==> config.mk <==
export PLATFORM = sky130hd
export DESIGN_NAME = lattice_scanner_flat
export DESIGN_NICKNAME = d
export VERILOG_FILES = /design/src/rtl/lattice_scanner_if.sv /design/src/rtl/lattice_scanner.sv /design/src/flat_wrapper.sv
export SDC_FILE = /design/constraint.sdc
export NUM_CORES = 1
export LEC_CHECK = 0
export CORE_UTILIZATION = 38
export CTS_CLUSTER_DIAMETER = 80
export DETAILED_ROUTE_END_ITERATION = 8
export MAX_ROUTING_LAYER = met4
export PLACE_DENSITY = 0.77
export SYNTH_ARGS = -nofsm -noshare
export SYNTH_HDL_FRONTEND = slang
export SYNTH_SLANG_ARGS = --single-unit
==> constraint.sdc <==
create_clock -name clk_in -period 1.77 [get_ports clk_in]
set_input_delay 0.354 -clock clk_in [delete_from_list [all_inputs] [get_ports clk_in]]
set_output_delay 0.354 -clock clk_in [all_outputs]
set_load 0.1 [all_outputs]
==> src/rtl/lattice_scanner_if.sv <==
`default_nettype none
`timescale 1ns/1ps
// ============================================================================
//  Module   : lattice_scanner_if
//  Purpose  : Bundles the request inputs and the scan/write-back outputs of
//             the lattice raster-scan sequencer.
//  Ports    : start_in, stall_in             - requests into the scanner
//             hor_out, vert_out              - current cell, 9 replicated lanes
//             valid_out                      - a cell is issued this cycle
//             wb_valid_out/wb_hor_out/wb_vert_out - delayed issue for write-back
//             busy_out, frame_done_out, frame_count_out - frame status
//  Modports : master (drives requests), slave (the scanner)
//  Revision : 1.0  initial release
// ============================================================================
interface lattice_scanner_if #(
  parameter int HPIXELS = 320,
  parameter int VPIXELS = 180
) ();
  localparam int HOR_SIZE  = $clog2(HPIXELS);
  localparam int VERT_SIZE = $clog2(VPIXELS);

  logic                           start_in;
  logic                           stall_in;
  logic [8:0][HOR_SIZE-1:0]       hor_out;
  logic [8:0][VERT_SIZE-1:0]      vert_out;
  logic                           valid_out;
  logic                           wb_valid_out;
  logic [HOR_SIZE-1:0]            wb_hor_out;
  logic [VERT_SIZE-1:0]           wb_vert_out;
  logic                           busy_out;
  logic                           frame_done_out;
  logic [15:0]                    frame_count_out;

  modport master (
    output start_in, stall_in,
    input  hor_out, vert_out, valid_out, wb_valid_out, wb_hor_out,
           wb_vert_out, busy_out, frame_done_out, frame_count_out
  );

  modport slave (
    input  start_in, stall_in,
    output hor_out, vert_out, valid_out, wb_valid_out, wb_hor_out,
           wb_vert_out, busy_out, frame_done_out, frame_count_out
  );
endinterface
`default_nettype wire

==> src/rtl/lattice_scanner.sv <==
`default_nettype none
`timescale 1ns/1ps
// ============================================================================
//  Module   : lattice_scanner
//  Purpose  : Raster-scan sequencer. On start it walks every lattice cell once
//             in row-major order, one cell per un-stalled cycle, replicating
//             the coordinate on 9 direction lanes. Each issue also travels a
//             LATENCY-deep delay line so write-back sees the cell position in
//             step with the downstream neighbour addresses.
//  Ports    : clk_in  - clock, rising edge
//             rst_in  - asynchronous active-low reset
//             bus     - lattice_scanner_if.slave (requests + all outputs)
//  Revision : 1.0  initial release
// ============================================================================
module lattice_scanner #(
  parameter int HPIXELS = 320,
  parameter int VPIXELS = 180,
  parameter int LATENCY = 3
) (
  input  logic              clk_in,
  input  logic              rst_in,
  lattice_scanner_if.slave  bus
);
  localparam int HOR_SIZE  = $clog2(HPIXELS);
  localparam int VERT_SIZE = $clog2(VPIXELS);
  localparam int DRN_W     = (LATENCY > 1) ? $clog2(LATENCY) : 1;

  localparam logic [1:0] c_IDLE  = 2'd0;
  localparam logic [1:0] c_SCAN  = 2'd1;
  localparam logic [1:0] c_DRAIN = 2'd2;

  localparam logic [HOR_SIZE-1:0]  c_HLAST = HOR_SIZE'(HPIXELS - 1);
  localparam logic [VERT_SIZE-1:0] c_VLAST = VERT_SIZE'(VPIXELS - 1);
  localparam logic [DRN_W-1:0]     c_DLAST = DRN_W'(LATENCY - 1);

  logic [1:0]           r_state;
  logic [1:0]           w_next_state;
  logic [HOR_SIZE-1:0]  r_hor;
  logic [VERT_SIZE-1:0] r_vert;
  logic [DRN_W-1:0]     r_drain;
  logic [15:0]          r_frame_count;

  logic                 w_issue;
  logic                 w_last_cell;
  logic                 w_drain_end;
  logic                 w_valid;
  logic                 w_busy;
  logic                 w_done;

  // Delay line stage i holds what was issued i+1 cycles ago.
  logic                 r_dly_v [LATENCY];
  logic [HOR_SIZE-1:0]  r_dly_h [LATENCY];
  logic [VERT_SIZE-1:0] r_dly_y [LATENCY];

  assign w_issue     = (r_state == c_SCAN) && !bus.stall_in;
  assign w_last_cell = (r_hor == c_HLAST) && (r_vert == c_VLAST);
  assign w_drain_end = (r_state == c_DRAIN) && (r_drain == c_DLAST);

  // --------------------------------------------------------------------------
  // FSM: state register
  // --------------------------------------------------------------------------
  always_ff @(posedge clk_in or negedge rst_in) begin
    if (!rst_in) begin
      r_state <= c_IDLE;
    end else begin
      r_state <= w_next_state;
    end
  end

  // --------------------------------------------------------------------------
  // FSM: next state
  // --------------------------------------------------------------------------
  always_comb begin
    w_next_state = r_state;
    case (r_state)
      c_IDLE:  if (bus.start_in)            w_next_state = c_SCAN;
      c_SCAN:  if (w_issue && w_last_cell)  w_next_state = c_DRAIN;
      c_DRAIN: if (w_drain_end)             w_next_state = c_IDLE;
      default:                              w_next_state = c_IDLE;
    endcase
  end

  // --------------------------------------------------------------------------
  // FSM: outputs
  // --------------------------------------------------------------------------
  always_comb begin
    w_valid = 1'b0;
    w_busy  = 1'b0;
    w_done  = 1'b0;
    case (r_state)
      c_SCAN: begin
        w_valid = !bus.stall_in;
        w_busy  = 1'b1;
      end
      c_DRAIN: begin
        w_busy  = 1'b1;
        w_done  = (r_drain == c_DLAST);
      end
      default: begin
        w_valid = 1'b0;
      end
    endcase
  end

  // --------------------------------------------------------------------------
  // Scan position. The last cell returns the counters to the origin so IDLE
  // always starts the next frame at (0,0).
  // --------------------------------------------------------------------------
  always_ff @(posedge clk_in or negedge rst_in) begin
    if (!rst_in) begin
      r_hor  <= '0;
      r_vert <= '0;
    end else if (w_issue) begin
      if (r_hor == c_HLAST) begin
        r_hor <= '0;
        if (r_vert == c_VLAST) begin
          r_vert <= '0;
        end else begin
          r_vert <= r_vert + 1'b1;
        end
      end else begin
        r_hor <= r_hor + 1'b1;
      end
    end
  end

  // --------------------------------------------------------------------------
  // Drain counter and completed-frame counter
  // --------------------------------------------------------------------------
  always_ff @(posedge clk_in or negedge rst_in) begin
    if (!rst_in) begin
      r_drain       <= '0;
      r_frame_count <= '0;
    end else begin
      if (r_state == c_DRAIN && !w_drain_end) begin
        r_drain <= r_drain + 1'b1;
      end else begin
        r_drain <= '0;
      end
      if (w_drain_end) begin
        r_frame_count <= r_frame_count + 16'd1;
      end
    end
  end

  // --------------------------------------------------------------------------
  // Write-back delay line. Shifts every cycle; a stall injects a bubble
  // because w_valid is low while the coordinate is still copied.
  // --------------------------------------------------------------------------
  always_ff @(posedge clk_in or negedge rst_in) begin
    if (!rst_in) begin
      for (int i = 0; i < LATENCY; i++) begin
        r_dly_v[i] <= 1'b0;
        r_dly_h[i] <= '0;
        r_dly_y[i] <= '0;
      end
    end else begin
      r_dly_v[0] <= w_valid;
      r_dly_h[0] <= r_hor;
      r_dly_y[0] <= r_vert;
      for (int i = 1; i < LATENCY; i++) begin
        r_dly_v[i] <= r_dly_v[i-1];
        r_dly_h[i] <= r_dly_h[i-1];
        r_dly_y[i] <= r_dly_y[i-1];
      end
    end
  end

  assign bus.hor_out         = {9{r_hor}};
  assign bus.vert_out        = {9{r_vert}};
  assign bus.valid_out       = w_valid;
  assign bus.wb_valid_out    = r_dly_v[LATENCY-1];
  assign bus.wb_hor_out      = r_dly_h[LATENCY-1];
  assign bus.wb_vert_out     = r_dly_y[LATENCY-1];
  assign bus.busy_out        = w_busy;
  assign bus.frame_done_out  = w_done;
  assign bus.frame_count_out = r_frame_count;

endmodule
`default_nettype wire

==> src/flat_wrapper.sv <==
// flat-port wrapper written by rule: the top's interface ports become plain ports
module lattice_scanner_flat 
#(
  parameter int HPIXELS = 320,
  parameter int VPIXELS = 180,
  parameter int LATENCY = 3
)
  (clk_in, rst_in, bus_start_in, bus_stall_in, bus_hor_out, bus_vert_out, bus_valid_out, bus_wb_valid_out, bus_wb_hor_out, bus_wb_vert_out, bus_busy_out, bus_frame_done_out, bus_frame_count_out);
  lattice_scanner_if #(.HPIXELS(HPIXELS), .VPIXELS(VPIXELS)) bus_i ();
  input  logic clk_in;
  input  logic rst_in;
  input wire logic [$bits(bus_i.start_in)-1:0] bus_start_in;
  input wire logic [$bits(bus_i.stall_in)-1:0] bus_stall_in;
  output wire logic [$bits(bus_i.hor_out)-1:0] bus_hor_out;
  output wire logic [$bits(bus_i.vert_out)-1:0] bus_vert_out;
  output wire logic [$bits(bus_i.valid_out)-1:0] bus_valid_out;
  output wire logic [$bits(bus_i.wb_valid_out)-1:0] bus_wb_valid_out;
  output wire logic [$bits(bus_i.wb_hor_out)-1:0] bus_wb_hor_out;
  output wire logic [$bits(bus_i.wb_vert_out)-1:0] bus_wb_vert_out;
  output wire logic [$bits(bus_i.busy_out)-1:0] bus_busy_out;
  output wire logic [$bits(bus_i.frame_done_out)-1:0] bus_frame_done_out;
  output wire logic [$bits(bus_i.frame_count_out)-1:0] bus_frame_count_out;
  assign bus_i.start_in = bus_start_in;
  assign bus_i.stall_in = bus_stall_in;
  assign bus_hor_out = bus_i.hor_out;
  assign bus_vert_out = bus_i.vert_out;
  assign bus_valid_out = bus_i.valid_out;
  assign bus_wb_valid_out = bus_i.wb_valid_out;
  assign bus_wb_hor_out = bus_i.wb_hor_out;
  assign bus_wb_vert_out = bus_i.wb_vert_out;
  assign bus_busy_out = bus_i.busy_out;
  assign bus_frame_done_out = bus_i.frame_done_out;
  assign bus_frame_count_out = bus_i.frame_count_out;
  lattice_scanner #(.HPIXELS(HPIXELS), .VPIXELS(VPIXELS), .LATENCY(LATENCY)) u_core (.clk_in(clk_in), .rst_in(rst_in), .bus(bus_i));
endmodule
==> flow_summary.yaml <==
timing:
  setup_viol: 2
  clock_skew_ns: 0.00991
  maxSlewViolCount: 0
  rsz0062_at_grt: "yes"
  hold_viol_final: 0
  fmax_mhz: 558
  setup_ws_ns: -0.0233
  timing.final.crit_share_pct: 101
  setup-tns-final_ns: -0.0277
  maxSlewHeadroom_pct: 64.0
  period_needed_ns: 1.79
  tightestPinTransition_ns: 0.536
setup_path:
  crit_chain: "buf_6 > inv_8 > ha_4 > nand2_4 > clkinvlp_4 > buf_12"
  cp.required_ns: 1.42
  cpLargestDelayFamily: "buffers and inverters"
  endpoint_kind: "output pin"
  cp_max_fo: 3
  critPathLaunchType: "flop"
  critPathKind: "reg2out"
  slowest_stage: "dfrtp_2"
  arrival_ns: 1.44
  cp_num_buf_inv: 4
  cpPeakStageDelay_ns: 0.44
outcome:
  violations: "setup timing"
  status: "complete, but fails checks"
clock_tree:
  cts_made_buffers: 9
  htreeDepth: 3
  cts_buffer_depth: 2
  cts_tree: "built"
  clock_sinks: 91
  path_clk_slew_ns: 0.07
  root_buffer: "clkbuf_16"
  clk_latency_ns: 0.34
placed_design:
  dp_slack_ns: -0.193
  finalWeightedCongestion: 0.787
  dp_hpwl_mm: 7.35
  io_buffers: 193
synth:
  synth_xor_area_share_pct: 4.44
  netlist_area_mm2: 0.00434
  yosysMostFrequentCell: "buf_4"
  synth_top_family_by_area: "buffers and inverters"
  synth_cell_types: 33
  ys_seq_area_share_pct: 52.4
  synth_compound_area_share_pct: 2.97
  synthSimpleGateAreaFrac_pct: 9.85
  synthCells: 382
  synthTopCellsByCount: "buf_4, dfrtp_1, nand2_1, xnor2_1, nand4_1"
  synth_adder_area_share_pct: 2.30
  synth-main-ff-cell: "dfrtp_1"
  syn_nets: 394
  avgSynthCellArea_um2: 11.4
  synth.top_cell.area_share_pct: 52.4
  async_reset_ff_share_pct: 100
  synth_area_leaders: "dfrtp_1, buf_4, xnor2_1"
  synth_edf_count: 0
  yosysTopAreaCell: "dfrtp_1"
  synth_seq_cells: 91
  synth.area.mux_share_pct: 0.518
  ys_warn_count: 0
power:
  pwr-share-seq_pct: 22.7
  p_leak_nw: 3.60
  totalPowerFinal_mw: 11.1
  p_per_area_mw_per_mm2: 1370
  power.internal_mw: 5.79
  vdd_drop_max_v: 0.00190
  netSwitchingPower_mw: 5.27
  combPwrFrac_pct: 58.3
  p_sw_share_pct: 47.6
  clkPwrFrac_pct: 19.0
cells_and_area:
  drive_gt1_share_pct: 62.3
  diodes: 0
  fin_util_pct: 73.5
  nNetsFinal: 485
  area_growth_pct: 85.7
floorplan:
  initial_core_util_pct: 39.6
  die-area_mm2: 0.0119
  fp-row-count: 38
  die_y_um: 109
  core-area_mm2: 0.0110
  dieWidth_um: 109
  io_pins: 194
global_routing:
  grt_max_degree: 38
  grt_use_total_pct: 17.6
  grt_pass1_vias: 2863
  grt_antenna_before_repair: 0
  grt_pass1_wl_mm: 15.2
  gr-total-overflow: 0
worst_hold_path:
  hold_class: "reg2reg"
routing:
  wl_per_cell_um: 16.6
  drc: 0
  num_vias: 2890
  drt_pass1_iterations: 4
  via_per_inst: 4.68
  finalWirelength_mm: 10.2
  drtIter0Drc: 134
  ant_nets: 0
job:
  maxCapViolCount: 0
## power groups by stage
stage	clock [mW]	sequential, mW	combinational, mW
floorplan	0	3.01	3.80
global placement	0	2.52	6.12
detailed placement	0	2.53	6.21
CTS	2.14	2.51	6.34
global route	2.22	2.54	6.62
finish	2.10	2.51	6.44
## registers in the layout, indices dropped and copies added (netlist names)
register and count:
u_core.r_dly_h 18, u_core.r_drain 2, u_core.bus.frame_count_out 16, u_core.bus.wb_hor_out 9, u_core.r_hor 9, u_core.bus.wb_valid_out 1, u_core.r_dly_y 16, u_core.r_dly_v 2
u_core.bus.wb_vert_out 8, u_core.r_vert 8, u_core.r_state 2
## cell type report
class	count	area, µm²
Sequential cell	91	2340
Inverter	8	48.8
Timing Repair Buffer	235	4180
Fill cell	647	2910
Clock buffer	10	239
Tap cell	140	175
Multi-Input combinational cell	128	998
Clock inverter	6	95.1
## worst register-to-register path: stages, from the launching register on
cell and delay, ns:
dfrtp_2 0.44, buf_6 0.14, inv_8 0.06, ha_4 0.14, nand2_4 0.06, buf_4 0.17, nor3_4 0.19, buf_6 0.14
nand3_1 0.09, xnor2_1 0.20
## final timing paths
check | start | endpoint | slack (ns) | cells after the start
setup reg to reg | u_core.r_state[0] | u_core.bus.frame_count_out[12] | 0.06 | 9
hold reg to reg | u_core.r_dly_h[22] | u_core.r_dly_h[13] | 0.35 | 0
setup / recovery | u_core.r_state[0] | bus_frame_done_out | -0.02 | 6
max in group asynchronous | rst_in | u_core.bus.frame_count_out[6] | 0.66 | 3
hold / removal | u_core.r_dly_h[22] | u_core.r_dly_h[13] | 0.35 | 0
min in group asynchronous | rst_in | u_core.bus.wb_vert_out[2] | 0.51 | 2
## repair_timing
action	in CTS	in global routing
cloned	0	0
hold buffers	1	0
pin swaps	2	5
resized for setup	8	16
hold endpoints to repair	32	0
buffers inserted	7	5
endpoints found under the setup margin	6	17
## routing by layer
layer | track usage [%] | up-vias | wire length, µm
met4 | 7.43 | 0 | 211
met2 | 30.5 | 131 | 5770
met5 | - | - | 0
li1 | - | 1281 | -
met3 | 3.53 | 18 | 634
met1 | 19.5 | 1460 | 3630
## through the flow
step                instances  area, µm²  hold slack (ns)
floorplan                 382       4450           0.0584
global placement          589       7530            0.332
detailed placement        589       7530            0.336
CTS                       613       7960            0.345
global route              618       8070            0.352
finish                    618       8070            0.346
## placed cells by master, fill, tap and decap left out, types with 4 or more instances in the layout
| cell type | count |
|---|---|
| xnor2_1 | 16 |
| nand4_1 | 13 |
| dfrtp_1 | 64 |
| dfrtp_4 | 10 |
| inv_1 | 4 |
| clkbuf_16 | 9 |
| buf_6 | 4 |
| ha_4 | 5 |
| nand2_1 | 21 |
| nor3_1 | 4 |
| buf_12 | 191 |
| xor2_1 | 6 |
| and3_1 | 6 |
| nand3_1 | 9 |
| dfrtp_2 | 17 |
| buf_4 | 37 |
| nor2_1 | 9 |
## kinds of logic (layout without fill, tap and decap cells)
family / Yosys count / count (layout)
mux: 2 / 2
xor+xnor: 22 / 22
compound gates: 17 / 17
simple gates: 79 / 79
flops: 91 / 91
buf+inv: 163 / 259
fa+ha+maj: 8 / 8
Note: power is estimated with default switching activity, not from simulation.
